`config.mk`:
```
export PLATFORM = sky130hd
export DESIGN_NAME = usb_packet_fifo
export DESIGN_NICKNAME = d
export VERILOG_FILES = /design/src/rtl/usb_packet_fifo.sv
export SDC_FILE = /design/constraint.sdc
export NUM_CORES = 1
export LEC_CHECK = 0
export CAP_MARGIN = 40
export CELL_PAD_IN_SITES_DETAIL_PLACEMENT = 1
export CELL_PAD_IN_SITES_GLOBAL_PLACEMENT = 2
export CORE_ASPECT_RATIO = 0.8
export CORE_MARGIN = 4
export CORE_UTILIZATION = 45
export DETAILED_ROUTE_END_ITERATION = 10
export PLACE_DENSITY = 0.87
export REMOVE_ABC_BUFFERS = 1
export SKIP_CTS_REPAIR_TIMING = 1
export SYNTH_ARGS = -nofsm -noshare
export SYNTH_HDL_FRONTEND = slang
export SYNTH_SLANG_ARGS = --single-unit
```
`constraint.sdc`:
```
create_clock -name clk -period 6.6 [get_ports clk]
set_input_delay 1.32 -clock clk [delete_from_list [all_inputs] [get_ports clk]]
set_output_delay 1.32 -clock clk [all_outputs]
set_load 0.005 [all_outputs]
```
`src/rtl/usb_packet_fifo.sv`:
```
// usb_packet_fifo: endpoint FIFO with speculative writes/reads that are committed or rolled back per packet.
// Committed write/read pointers bound what each side sees of the other side's traffic.
module usb_packet_fifo #(
    parameter int WIDTH = 8,
    parameter int DEPTH = 16
) (
    input  logic                     clk,
    input  logic                     reset,
    input  logic                     sclr,
    input  logic [WIDTH-1:0]         data,
    input  logic                     wrreq,
    input  logic                     wr_commit,
    input  logic                     wr_rollback,
    input  logic                     rdreq,
    input  logic                     rd_commit,
    input  logic                     rd_rollback,
    output logic [WIDTH-1:0]         q,
    output logic                     empty,
    output logic                     full,
    output logic [$clog2(DEPTH):0]   usedw,
    output logic                     overflow
);
    localparam int AW = $clog2(DEPTH);
    localparam logic [AW:0] FULL_CNT = (AW+1)'(DEPTH);

    logic [WIDTH-1:0] mem [DEPTH];
    logic [AW:0] wr_ptr, wr_cptr, rd_ptr, rd_cptr;
    logic [AW:0] wr_span, wr_nxt, rd_nxt;
    logic wr_acc, rd_acc, clr;

    // Writers are limited by committed reads; readers only see committed writes.
    always_comb begin
        wr_span = wr_ptr - rd_cptr;
        full    = wr_span == FULL_CNT;
        empty   = wr_cptr == rd_ptr;
        usedw   = wr_cptr - rd_ptr;
        clr     = reset | sclr;
        wr_acc  = wrreq & ~full & ~wr_rollback;
        rd_acc  = rdreq & ~empty & ~rd_rollback;
        wr_nxt  = wr_ptr + {{AW{1'b0}}, wr_acc};
        rd_nxt  = rd_ptr + {{AW{1'b0}}, rd_acc};
    end

    always_ff @(posedge clk)
        if (wr_acc & ~clr) mem[wr_ptr[AW-1:0]] <= data;

    always_ff @(posedge clk) begin
        if (clr) begin
            wr_ptr   <= '0;
            wr_cptr  <= '0;
            rd_ptr   <= '0;
            rd_cptr  <= '0;
            q        <= '0;
            overflow <= 1'b0;
        end else begin
            if (wr_rollback) begin
                wr_ptr   <= wr_cptr;
                overflow <= 1'b0;
            end else begin
                wr_ptr <= wr_nxt;
                if (wr_commit) wr_cptr <= wr_nxt;
                if (wrreq & full) overflow <= 1'b1;
            end
            if (rd_rollback) begin
                rd_ptr <= rd_cptr;
            end else begin
                rd_ptr <= rd_nxt;
                if (rd_commit) rd_cptr <= rd_nxt;
                if (rd_acc) q <= mem[rd_ptr[AW-1:0]];
            end
        end
    end
endmodule

```
=== Word level (Yosys, flattened, before mapping) ===
Memory sizes are Yosys's and may differ from the RTL's. A register that Yosys moved wholly into a read port is not among the register bits.
Index checks and enable logic that the tools add are counted.

* Register bits: 21
* RAM bits: 128
* Bits of input ports: 17
* Output and inout port bits: 16
* Logic and storage cells: 32
* Memories: 1

* Add/sub/neg operators: 4
* Equal/unequal tests: 2
* Mux-type cells: 4
* Bitwise gates (word level): 12
* Reductions and logical operators: 4

{| class="wikitable"
|+ Memory list
! memory !! depth !! width !! read ports !! clocked after memory_dff !! write ports !! line !! source
|-
| mem || 16 || 8 || 1 || 1 || 1 || 26 || <nowiki>logic [WIDTH-1:0] mem [DEPTH];</nowiki>
|}

{| class="wikitable"
|+ Operators by type and width
! cell !! number
|-
| 5-bit by 1-bit adder with 5-bit output || 2
|-
| 5-bit 2-to-1 mux || 2
|-
| 5-bit subtractor || 2
|-
| 1-bit bitwise AND || 6
|-
| 2-bit AND reduction || 3
|-
| 5-bit == test || 1
|-
| 5-bit == test, second input constant || 1
|-
| 1-bit NOT || 5
|-
| 1-bit 2-to-1 mux || 2
|-
| 2-bit OR reduction || 1
|-
| 1-bit OR || 1
|}

=== Depth between registers and ports, before layout ===
* Depth after elaboration: 8
* Mapped depth: 13
* Depth with buffers taken out: 12

=== Worst setup path before layout ===
OpenSTA, ideal clock, no wires.

* Kind: input to register
* Start: input wr_rollback
* End: memory mem[6][0], enable pin
* Library setup time: 0.385 ns
* Arrival: 2.713 ns
* Data required time: 6.215 ns
* Setup slack: 3.502 ns
* Cell stages on the path: 4
* Buffers on the path: 1
* Cell sequence: buf_2 nand2b_1 nor3b_1 nor3b_1

* Word-level cells in the longest chain between the ends: 5

{| class="wikitable"
|+ Ends and longest elaborated chain
! what !! line !! source
|-
| from (decl) || 13 || <nowiki>input logic wr_rollback,</nowiki>
|-
| 1-bit NOT (no line) || n/a ||
|-
| 1-bit bitwise AND || 38 || <nowiki>wr_acc = wrreq & ~full & ~wr_rollback;</nowiki>
|-
| 1-bit bitwise AND || 45 || <nowiki>if (wr_acc & ~clr) mem[wr_ptr[AW-1:0]] <= data;</nowiki>
|-
| 1-bit 2-to-1 mux || 45 ||
|-
| 1-bit 2-to-1 mux (not written as such) || 45 ||
|-
| to (decl) || 26 ||
|}

No other way between the ends.

=== Final worst setup path ===
* Start: register wr_ptr[3]
* End: output full

* Word-level cells in the longest chain between the ends: 2

{| class="wikitable"
|+ Ends and longest elaborated chain
! what !! line !! source
|-
| from (decl) || 27 || <nowiki>logic [AW:0] wr_ptr, wr_cptr, rd_ptr, rd_cptr;</nowiki>
|-
| from (signal assigned) || 57 || <nowiki>wr_ptr <= wr_cptr;</nowiki>
|-
| from (signal assigned) || 60 || <nowiki>wr_ptr <= wr_nxt;</nowiki>
|-
| 5-bit subtractor || 33 || <nowiki>wr_span = wr_ptr - rd_cptr;</nowiki>
|-
| 5-bit == test || 34 || <nowiki>full = wr_span == FULL_CNT;</nowiki>
|-
| to (decl) || 19 || <nowiki>output logic full,</nowiki>
|}

No other way between the ends.

==> results by group <==
Die
  • Die height: 115 um
  • Initial Util: a little under half
  • Die Footprint: 16400 um2
  • Core ar.: roughly 14000 um2
  • Die span in x: 142 um
  • Io pins: 33
  • FP Rows: 38

Drt
  • DR pass1 iterations: 4
  • Metal-1 WL: ~6.8 mm
  • Avg Vias per Cell: roughly 5.7
  • Detailed-route via count: around 3700
  • Iter 0 DRT Violations: 394
  • Met3 WL post-DR: 1.25 mm
  • Top sig layer: met4
  • Wire per inst: about 23 um
  • DRC viols: 0
  • Post-route ant nets: 0
  • DR WL met2: 7.03 mm
  • Final wirelength: 15.2 mm

Cells and area
  • Layout Cells excl Fill: 662
  • Share of post-route cells with drive strength above 1: 13.5%
  • Total Nets Final: 499
  • Diode count: 0
  • Area Growth Syn to Fin: 17.8%

Setup path
  • CP Capture Type: output port
  • Setup CP Type: register to output port
  • R2r worst-path depth: 10
  • Reg-to-Reg Start: wr_ptr[3]
  • Worst Path Max Fanout: 19
  • Startpoint types: register
  • CP arrival: between 2 and 3 ns
  • Reg2Reg Setup Slack: approximately 3.6 ns
  • Terminus of the critical flop-to-flop path: wr_ptr[2]
  • Required @ worst endpoint: approximately 5.3 ns

Synthesis
  • Post-synthesis instance total: between 400 and 500
  • Netlist cell types: 42
  • Seq/Total Area, Yosys: between 60% and 70%
  • Seq cells post-synth: about 160
  • Ys Warns: 0
  • Post-synthesis async set-or-reset flop share: 0%
  • Primary FF master, synth: edfxtp_1
  • Post-synth design cell area: around 6500 um2
  • Post-synth EDFFs: between 100 and 150
  • Syn Area/Cell: around 15 um2

Clock tree
  • CTS sink cnt: roughly 160
  • CTS Root Cell: clkbuf_16
  • Reg clk slew, reported paths: approximately 0.06 ns
  • Htree depth: 4
  • TritonCTS Buffers: 17
  • Clk buf depth: 2
  • CTS tree: yes
  • Clk Latency, worst-skew pair: roughly 0.44 ns

Min path
  • Hold Path Sink: overflow
  • Worst Hold Class: register to register
  • Hold Startpoint: overflow
  • Worst hold path depth: 1

Placed design
  • Placed cell count: between 600 and 700
  • # port buffers: 32
  • DP HPWL: 10.1 mm
  • RePlAce Congestion: 0.817

Power
  • Static Leak: ~2.5 nW
  • P per Cell Area: between 200 and 300 nW/um2
  • Peak supply drop: between 0.2 and 0.25 mV

Global route
  • Number of global-route vias before repair: 3945
  • Initial antenna violation count: 0
  • Largest net degree at the start of global routing: 50
  • Global route overflow: 0
  • GRT Overall Usage: roughly a fifth
  • Global-route wire length before repair: approximately 24 mm

Timing
  • Unrepaired setup endpoints after global routing: no
  • Setup_tns: 0 ns
  • Min cycle time layout: 4.20 ns
  • Max-slew violation count: 0
  • Max-slew headroom: between 40% and 50%
  • Final Hold Viols: 0
  • Clock Skew: 0.0170 ns
  • Final Setup Violations: 0
  • Worst-Margin Slew: ~0.9 ns
  • Max Freq: between 0.2 and 0.25 GHz
  • Final period utilization: approximately 64%

Run
  • Max Cap Viol: 0

Status
  • Status: finished clean
[registers in the layout (all words and copies together) (netlist names)]
| signal | flops |
|---|---|
| rd_cptr | 5 |
| rd_ptr | 5 |
| overflow | 1 |
| wr_cptr | 5 |
| q | 8 |
| mem | 128 |
| wr_ptr | 5 |
[layout by cell type (no fill, tap or decap), types with 6 or more instances in the layout]
cell               n
xnor2_1            9
inv_1             15
nand3_1            6
a21oi_1            8
mux2i_1           43
nand2_1           10
ha_1              12
edfxtp_1         128
clkdlybuf4s50_1   32
nor2_1            42
o21ai_0            9
a31oi_1           16
o22ai_1            8
buf_4             10
clkbuf_16         17
nor3b_1            7
a221oi_1           8
mux4_2            16
dfxtp_1           28
o21ai_1            7
[worst max-delay path by stage]
stage / from / end / slack (ns)
detailed placement: sclr / mem[0][3] / 2.68
CTS: wr_ptr[3] / full / 2.37
global placement: wr_rollback / mem[6][6] / 2.52
global route: wr_ptr[3] / full / 2.26
floorplan: rd_ptr[0] / usedw[4] / 2.21
finish: wr_ptr[3] / full / 2.40
[metal layers]
| metal | up-vias | global-route usage (%) |
|---|---|---|
| li1 | 1717 | - |
| met1 | 1898 | 28.8 |
| met2 | 111 | 29.7 |
| met3 | 16 | 4.74 |
| met4 | 0 | 8.30 |
| met5 | - | 0 |
[Yosys cell counts (2+ instances only)]
library cell	count	area, um2
a211oi_1	3	22.5
dfxtp_1	29	581
mux2i_1	43	430
o21ai_0	9	45.0
inv_1	15	56.3
mux4_2	16	360
xor2_1	3	26.3
nor2b_1	3	18.8
nand2_1	10	37.5
nor3_1	4	20.0
edfxtp_1	128	3840
nand2b_1	2	12.5
o21ai_1	7	35.0
ha_1	12	150
a221oi_1	8	70.1
clkbuf_1	10	37.5
a31oi_1	16	100
a21o_1	2	15.0
nor3b_1	7	52.6
nand3_1	6	30.0
buf_2	6	30.0
a21oi_1	8	40.0
buf_6	3	33.8
xnor2_1	9	78.8
nor2_1	42	158
o22ai_1	8	50.1
[cells by family (layout without fill, tap and decap cells)]
| group | count (synthesis) | in the layout | share of synthesized area, % |
|---|---|---|---|
| DFF | 157 | 157 | 68.1 |
| and+or+nand+nor | 81 | 81 | 5.86 |
| AOI/OAI and AO/OA | 66 | 66 | 6.67 |
| muxes | 59 | 59 | 12.2 |
| buffers and inverters | 37 | 94 | 2.91 |
| adders and majority gates | 13 | 13 | 2.62 |
| xor gates and xnor gates | 12 | 12 | 1.62 |
[power by group]
group	switching, mW	internal, mW
Combinational	0.0379	0.0241
Sequential	0.00211	1.07
Clock	0.386	0.661
Total	0.426	1.76
[critical path, cell delays in order, from the launching register on]
cell             delay [ns]
dfxtp_1                0.47
ha_1                   0.32
a211o_1                0.34
a211oi_4               0.67
clkdlybuf4s50_1        0.63
[cell type report]
class	count	area, um2
Sequential cell	157	4430
Fill cell	1277	6190
Tap cell	180	225
Multi-Input combinational cell	231	1880
Timing Repair Buffer	47	430
Clock buffer	21	470
Inverter	15	56.3
Clock inverter	11	163
[metrics by stage]
| step | utilization (%) | hold slack, ns | total power, mW | setup WS (ns) | instance area [um2] |
|---|---|---|---|---|---|
| floorplan | - | 0.460 | 1.12 | 2.21 | 6360 |
| global placement | 50.1 | 0.460 | 1.15 | 2.52 | 6940 |
| detailed placement | 50.6 | 0.492 | 1.16 | 2.68 | 6990 |
| CTS | 55.1 | 0.507 | 2.21 | 2.37 | 7630 |
| global route | 55.3 | 0.527 | 2.25 | 2.26 | 7650 |
| finish | 55.3 | 0.499 | 2.18 | 2.40 | 7650 |
Note: power is estimated with default switching activity, not from simulation.
